### src/rtl/free_list.sv
// Circular free list of physical registers with a single read-pointer checkpoint for branch recovery.
// alloc_preg is the head, visible combinationally; frees land at the tail and can be allocated from the next cycle; frees into a full list are dropped and flagged.
module free_list #(
    parameter int NUM_PREGS = 128,
    parameter int NUM_AREGS = 32,
    localparam int PREG_W   = $clog2(NUM_PREGS),
    localparam int PTR_W    = PREG_W + 1
) (
    input  logic              clk,
    input  logic              reset,
    input  logic              alloc_req,
    output logic              alloc_valid,
    output logic [PREG_W-1:0] alloc_preg,
    input  logic              free_valid,
    input  logic [PREG_W-1:0] free_preg,
    input  logic              ckpt_save,
    input  logic              mispredict,
    output logic [PTR_W-1:0]  free_count,
    output logic              overflow_err
);

    localparam int NUM_INIT_FREE = NUM_PREGS - NUM_AREGS;

    logic [PREG_W-1:0] r_mem [NUM_PREGS];
    logic [PTR_W-1:0]  r_rd_ptr;
    logic [PTR_W-1:0]  r_wr_ptr;
    logic [PTR_W-1:0]  r_ckpt_ptr;
    logic              r_overflow;

    logic w_alloc;
    logic w_full;
    logic w_free_req;
    logic w_free;
    logic w_drop;

    assign free_count   = r_wr_ptr - r_rd_ptr;
    assign alloc_valid  = (free_count != '0);
    assign alloc_preg   = r_mem[r_rd_ptr[PREG_W-1:0]];
    assign overflow_err = r_overflow;

    // A mispredict squashes the cycle's rename, so its allocation never happens.
    assign w_alloc    = alloc_req && alloc_valid && !mispredict;
    assign w_full     = (free_count == PTR_W'(NUM_PREGS));
    assign w_free_req = free_valid && (free_preg != '0);
    assign w_free     = w_free_req && !w_full;
    assign w_drop     = w_free_req && w_full;

    always_ff @(posedge clk or negedge reset) begin
        if (!reset) begin
            for (int i = 0; i < NUM_PREGS; i++) begin
                r_mem[i] <= (i < NUM_INIT_FREE) ? PREG_W'(NUM_AREGS + i) : '0;
            end
        end else if (w_free) begin
            r_mem[r_wr_ptr[PREG_W-1:0]] <= free_preg;
        end
    end

    always_ff @(posedge clk or negedge reset) begin
        if (!reset) begin
            r_wr_ptr   <= PTR_W'(NUM_INIT_FREE);
            r_overflow <= 1'b0;
        end else begin
            if (w_free) begin
                r_wr_ptr <= r_wr_ptr + PTR_W'(1);
            end
            if (w_drop) begin
                r_overflow <= 1'b1;
            end
        end
    end

    // The snapshot counts the branch cycle's own allocation as already consumed.
    always_ff @(posedge clk or negedge reset) begin
        if (!reset) begin
            r_rd_ptr   <= '0;
            r_ckpt_ptr <= '0;
        end else begin
            if (mispredict) begin
                r_rd_ptr <= r_ckpt_ptr;
            end else if (w_alloc) begin
                r_rd_ptr <= r_rd_ptr + PTR_W'(1);
            end
            if (ckpt_save && !mispredict) begin
                r_ckpt_ptr <= r_rd_ptr + PTR_W'(w_alloc);
            end
        end
    end

endmodule
### config.mk
export PLATFORM = sky130hd
export DESIGN_NAME = free_list
export DESIGN_NICKNAME = d
export VERILOG_FILES = /design/src/rtl/free_list.sv
export SDC_FILE = /design/constraint.sdc
export NUM_CORES = 1
export LEC_CHECK = 0
export BUFFER_PORTS_ARGS = -buffer_cell sky130_fd_sc_hd__buf_2
export CAP_MARGIN = 20
export CORE_ASPECT_RATIO = 1.5
export CORE_MARGIN = 2
export CORE_UTILIZATION = 30
export CTS_BUF_LIST = sky130_fd_sc_hd__clkbuf_4 sky130_fd_sc_hd__clkbuf_8
export DETAILED_ROUTE_END_ITERATION = 12
export GPL_TIMING_DRIVEN = 1
export HOLD_SLACK_MARGIN = 0.12
export SETUP_SLACK_MARGIN = 0.05
export SLEW_MARGIN = 20
export SYNTH_ARGS = -nofsm -noshare
export SYNTH_HDL_FRONTEND = slang
export SYNTH_SLANG_ARGS = --single-unit
### constraint.sdc
create_clock -name clk -period 6 [get_ports clk]
set_input_delay 0 -clock clk [delete_from_list [all_inputs] [get_ports clk]]
set_output_delay 0 -clock clk [all_outputs]
set_load 0.03 [all_outputs]
==> results.md, run 1 <==
* EDFF count, synth at 0
* Hold depth at 5
* Synth Net Count at 2825
* Worst VDD drop at 0.000302 V
* I/O pin total at 30
* Vias per cell at 5.11
* Die Y at 469 microns
* Placeable core area at 143000 sq um
* Hold-critical path endpoint: r_rd_ptr[1]$_DFFE_PN0P_
* Root Buffer: clkbuf_8
* Initial DRT Pass Iterations at 5
* Synth warn at 0
* Final Skew at 0.0437 ns
* Final Hold Fails at 0
* Violation count after the first detailed-route iteration at 1262
* WL/cell at 23.8 microns
* RR Endpoint: r_mem[679]$_DFFE_PN0P_
* Area growth syn-to-layout at 12.5%
* Status: completed
* Layout cells sized above 1 at 62.5%
* Post-DP Area at 45600 sq um
* CP Capture Type: output pin
* Pre-CTS setup slack at 1.34 ns
* First-pass GRT wire length at 175000 microns
* Die ar. at 147000 sq um
* Remaining Overflow, GRT at 0
* Most area-consuming cells after synthesis: dfrtp_1 (32%), dfstp_2 (22%), mux2_2 (22%), mux4_2 (13%), mux2_1 (1.8%)
* Largest net degree at the start of global routing at 168
* Distinct cells, synth at 60
* Final instance area at 48700 sq um
* Power Density at 419 nW/um^2
* CTS Sinks at 921
* WP data required at 6.00 ns
* Register area share after synthesis at 54.3%
* Worst reg2reg path depth at 11
* Crit path time final at 5.35 ns
* Clock-pin slew on the worst setup and hold paths at 0.07 ns
* Fmax at 187 MHz
* Total of max-cap violations at 0
* Setup slack after layout at 0.653 ns
* Cts bufs inserted at 134
* Hold path startpoint: alloc_req
* LEAKAGE at 0.0209 uW
* Top cell type's share of synthesized area at 31.8%
* Chip Width at 314 microns
* Vias in the first global route at 26627
* Post-route ant nets at 0
* I/O Buffers at 29
* Num rows at 170
* GRT Total Usage at 15.7%
* Post-synth top area cell: dfrtp_1
* Crit path DAT at 5.35 ns
* Post-Synthesis Cell Area at 43300 sq um
* FILL cells at 13717
* Starting Density at 30.3%
* DRC violations left at 0
* Endpoints failing setup at 0
* Total wire length at 115000 microns
* Worst skew pair latency at 0.80 ns
* Fraction of registers with async set or reset after synthesis at 100%
* Vias at 24724
* Top-count cell post-synth: mux2_2
* Primary FF master, synth: dfrtp_1
* Post-synthesis cell count at 2800
* Synth cell count leaders: mux2_2 (838), dfrtp_1 (551), dfstp_2 (370)
* CTS H-tree depth at 4
* NumNets Final at 2863
* Crit Path Class: flop to output pin
* Setup slack, reg-to-reg at 1.20 ns
* Crit share post-route at 89.1%
* HP Class: primary input to flop
* Worst Tran Pin Value at 1.12 ns
* Antenna violations before repair at 2
* Final Wtd Congestion at 0.833
* Yosys reg bits at 921
* Critical Path Source Type: flop
* Unrepaired setup endpoints after global routing: no
* Final Max Slew Viols at 0
* Reg-to-Reg Start: r_rd_ptr[4]$_DFFE_PN0P_
* Syn Area/Cell at 15.5 sq um
* Peak fanout along the critical path at 32
* Bufs on Longest Clock Path at 3
* Hold slack at 0.305 ns
* TritonCTS clock tree: built
* Relative slew margins at 23.4%
* TNS Setup at 0 ns
* Dpl hpwl at 72400 microns
[worst max-delay path, stage by stage, from the launching register on]
cell,delay (ns)
dfrtp_4,0.46
buf_4,0.45
buf_4,0.62
mux4_2,0.36
nand2_1,0.10
and3_1,0.32
a2111oi_0,1.00
nor3_1,0.39
a31oi_1,0.51
buf_2,0.31
[kinds of logic after synthesis]
family                   synth area share (%)
multiplexers                             37.0
flip-flops                               54.3
AND/OR/NAND/NOR                          3.72
buffers and inverters                    1.94
AO/OA/AOI/OAI                            2.18
XOR/XNOR                                0.523
adder cells (fa/ha/maj)                 0.364
[what timing repair did]
| item | CTS | global route |
|---|---|---|
| buffers inserted | 0 | 0 |
| endpoints found under the hold margin | 907 | 0 |
| hold buffers | 19 | 0 |
| resized for setup | 0 | 0 |
[layout by cell type (no fill, tap or decap), drive strengths merged, types with 3 or more instances in the layout]
cell type / instances
and2: 3
mux2i: 34
dfstp: 370
clkinv: 7
a32oi: 3
a311o: 5
a22o: 3
inv: 18
nand2b: 8
xnor2: 17
and3: 12
buf: 84
xor2: 8
o21ai: 28
dlygate4sd3: 18
mux2: 909
nand3: 23
a31oi: 11
clkinvlp: 5
nor2b: 6
clkbuf: 225
a2111o: 3
ha: 11
nor2: 56
mux4: 242
dfrtp: 551
nand2: 167
nor4: 6
nor3: 36
a21oi: 20
a211oi: 5
a22oi: 15
a2111oi: 9
nand4: 3
o221ai: 5
[sequential cells by signal (all words and copies together), names as in the netlist]
| name | cells |
|---|---|
| r_wr_ptr | 8 |
| r_mem | 896 |
| r_ckpt_ptr | 8 |
| r_rd_ptr | 8 |
| overflow_err | 1 |
[power breakdown]
part           total, uW  internal, uW  switching, uW
clock network       5430          2950           2480
logic               6480          2810           3670
registers           8480          7800            677
total              20400         13600           6830
[how the worst max path moves through the flow]
| stage | startpoint | endpoint | slack (ns) |
|---|---|---|---|
| detailed placement | r_rd_ptr[4]$_DFFE_PN0P_ | r_mem[455]$_DFFE_PN0P_ | 1.34 |
| global placement | r_rd_ptr[4]$_DFFE_PN0P_ | r_mem[679]$_DFFE_PN0P_ | 1.38 |
| CTS | r_rd_ptr[0]$_DFFE_PN0P_ | alloc_preg[4] | 0.59 |
| finish | r_rd_ptr[0]$_DFFE_PN0P_ | alloc_preg[4] | 0.65 |
| floorplan | r_rd_ptr[3]$_DFFE_PN0P_ | r_mem[534]$_DFFE_PN0P_ | 1.04 |
| global route | r_rd_ptr[0]$_DFFE_PN0P_ | alloc_preg[4] | 0.62 |
[metrics by stage]
stage | utilization (%) | cells | total power [uW]
4_1_cts | 34.0 | 4838 | 20600
6_report | 34.0 | 4840 | 20400
2_1_floorplan | - | 2800 | 12900
3_3_place_gp | 31.8 | 4575 | 15000
3_5_place_dp | 31.8 | 4575 | 15100
5_1_grt | 34.0 | 4839 | 21300
[per-layer routing]
layer	GRT usage, %	share of wire, %
met1	18.6	40
met2	28.1	53
met4	6.78	4.2
met3	2.01	2.8
met5	0	0
[area by class of cell]
cell class	instances	area, sq um	area share (%)
Antenna cell	2	5.00	0.0103
Clock buffer	225	2760	5.66
Clock inverter	19	158	0.324
Inverter	12	45.0	0.0924
Multi-Input combinational cell	1667	19000	39.0
Sequential cell	921	23500	48.3
Tap cell	1892	2370	4.86
Timing Repair Buffer	102	861	1.77
Power figures use the tool's default switching activity.
==> run 2: changes to the inputs <==
--- a/config.mk
+++ b/config.mk
@@ -7,6 +7,8 @@
 export LEC_CHECK = 0
 export BUFFER_PORTS_ARGS = -buffer_cell sky130_fd_sc_hd__buf_2
 export CAP_MARGIN = 20
+export CELL_PAD_IN_SITES_DETAIL_PLACEMENT = 2
+export CELL_PAD_IN_SITES_GLOBAL_PLACEMENT = 2
 export CORE_ASPECT_RATIO = 1.5
 export CORE_MARGIN = 2
 export CORE_UTILIZATION = 30
@@ -14,6 +16,7 @@
 export DETAILED_ROUTE_END_ITERATION = 12
 export GPL_TIMING_DRIVEN = 1
 export HOLD_SLACK_MARGIN = 0.12
+export PLACE_DENSITY_LB_ADDON = 0.1
 export SETUP_SLACK_MARGIN = 0.05
 export SLEW_MARGIN = 20
 export SYNTH_ARGS = -nofsm -noshare
==> results.md, run 2 (synthesis results as in run 1) <==
* Cell-internal power at 14100 uW
* Worst skew pair latency at 0.87 ns
* Peak fanout along the critical path at 18
* Total wire length at 141000 microns
* NetSw at 7510 uW
* I/O pin total at 30
* Die Y at 469 microns
* Vias at 25082
* Crit path largest cell delay at 0.82 ns
* Combinational fraction of design power at 32.0%
* Met2 usage at 35.2%
* CTS resizes at 0
* LEAKAGE at 0.0213 uW
* GRT Total Usage at 19.6%
* Power Density at 437 nW/um^2
* Final Hold Fails at 0
* Clock power share at 28.4%
* Crit path DAT at 5.67 ns
* Unrepaired setup endpoints after global routing: no
* Crit Path Class: flop to flop
* Most frequent cells in the layout: mux2_2 (838), dfrtp_1 (548), dfstp_2 (370)
* Status: completed
* Vias in the first global route at 29511
* Seq pwr share at 39.5%
* Crit share post-route at 82.3%
* Endpoints failing setup at 0
* FF+latch area at 23500 sq um
* Starting Density at 30.3%
* Dpl hpwl at 90800 microns
* CTS Sinks at 921
* Hold path startpoint: alloc_req
* Met3 Resource Use GR at 2.69%
* Bufs on Longest Clock Path at 3
* I/O Buffers at 29
* Placeable core area at 143000 sq um
* TNS Setup at 0 ns
* FILL cells at 14184
* Final Skew at 0.0458 ns
* Total of max-cap violations at 0
* HP Class: primary input to flop
* Relative slew margins at 23.0%
* Worst VDD drop at 0.000191 V
* Violation count after the first detailed-route iteration at 1059
* Switching share of power at 34.8%
* Multi-input logic area at 19000 sq um
* Initial DRT Pass Iterations at 5
* CTS H-tree depth at 4
* DRC violations left at 0
* WP buf/inv at 2
* Worst Tran Pin Value at 1.16 ns
* CP max-delay cell: nor3_2
* Fmax at 202 MHz
* Root Buffer: clkbuf_8
* Layout cells sized above 1 at 63.1%
* Final Wtd Congestion at 0.803
* WP data required at 6.73 ns
* Reg-to-Reg Start: r_wr_ptr[0]$_DFFE_PN0P_
* Cts bufs inserted at 155
* Crit-path cells: inv_2, ha_1, fa_1, xnor2_1, nor4_1, mux2i_1, a2111o_1, o21ai_4, buf_4, nor3_2, mux2_2
* Largest net degree at the start of global routing at 174
* Vias per cell at 5.12
* Global route hottest layer: met2
* Hold slack at 0.266 ns
* Critical Path Source Type: flop
* Met1 Usage GRT at 24.2%
* NumNets Final at 2902
* First-pass GRT wire length at 212000 microns
* Worst Setup SP: r_wr_ptr[0]$_DFFE_PN0P_
* WL/cell at 28.9 microns
* Final Core Density at 34.5%
* Largest delay share family, worst path: simple AND/OR/NAND/NOR gates
* Area growth syn-to-layout at 14.1%
* TritonCTS clock tree: built
* Clock-pin slew on the worst setup and hold paths at 0.07 ns
* CP Capture Type: flop
* Max reg flops at 896
* Antenna violations before repair at 2
* Post-route ant nets at 0
* Final Max Slew Viols at 0
* Crit path time final at 4.94 ns
* Remaining Overflow, GRT at 0
* Largest Register: r_mem
* Commonest non-fill, non-tap cell in the layout: mux2_2
* Die ar. at 147000 sq um
* Chip Width at 314 microns
* Num rows at 170
## run 2: layout make-up
| type | instances | area share (%) |
|---|---|---|
| antenna | 1 | 0.00506 |
| clock inverter | 24 | 0.354 |
| tap | 1892 | 4.79 |
| sequential | 921 | 47.6 |
| inverter | 12 | 0.0911 |
| timing repair buffer | 120 | 2.11 |
| clock buffer | 264 | 6.59 |
| multi-input combinational | 1667 | 38.5 |
## run 2: what timing repair did
action	CTS	global route
hold buffers	21	0
setup buffers	0	0
endpoints found under the hold margin	1046	0
## run 2: power by group through the flow
stage          combinational, uW  sequential, uW  clock, uW
5_1_grt                     7400            8710       6640
6_report                    6930            8550       6150
3_3_place_gp                6920            8520          0
3_5_place_dp                7090            8650          0
4_1_cts                     7130            8550       6400
2_1_floorplan               4590            8270          0
## run 2: final timing paths
| check | endpoint | slack (ns) | depth (start not counted) |
|---|---|---|---|
| max | r_mem[621]$_DFFE_PN0P_ | 1.06 | 11 |
| min | r_rd_ptr[2]$_DFFE_PN0P_ | 0.27 | 6 |
| max reg2reg | r_mem[621]$_DFFE_PN0P_ | 1.06 | 11 |
| min reg2reg | r_mem[315]$_DFFE_PN0P_ | 0.49 | 1 |
| max in group asynchronous | r_rd_ptr[2]$_DFFE_PN0P_ | 4.27 | 4 |
| min in group asynchronous | r_mem[687]$_DFFE_PN0P_ | 0.55 | 4 |
## run 2: per-stage QoR
stage               setup WS [ns]  area, sq um  instances  power [uW]
floorplan                    1.04        43300       2800       12900
global route                0.888        49400       4901       22800
CTS                         0.944        49400       4900       22100
global placement             1.10        45700       4588       15400
finish                       1.06        49400       4901       21600
detailed placement           1.10        45800       4591       15700
## run 2: worst register-to-register path: stages, from the launching register on
cell and delay, ns:
dfrtp_1 0.67, inv_2 0.25, ha_1 0.28, fa_1 0.42
xnor2_1 0.56, nor4_1 0.11, mux2i_1 0.35, a2111o_1 0.32
o21ai_4 0.25, buf_4 0.37, nor3_2 0.84, mux2_2 0.43
## run 2: layer usage
| metal | share of wire [%] | up-vias |
|---|---|---|
| met1 | 42 | 13958 |
| met5 | 0 | - |
| met2 | 54 | 334 |
| li1 | - | 10595 |
| met4 | 2.7 | 0 |
| met3 | 2.1 | 195 |
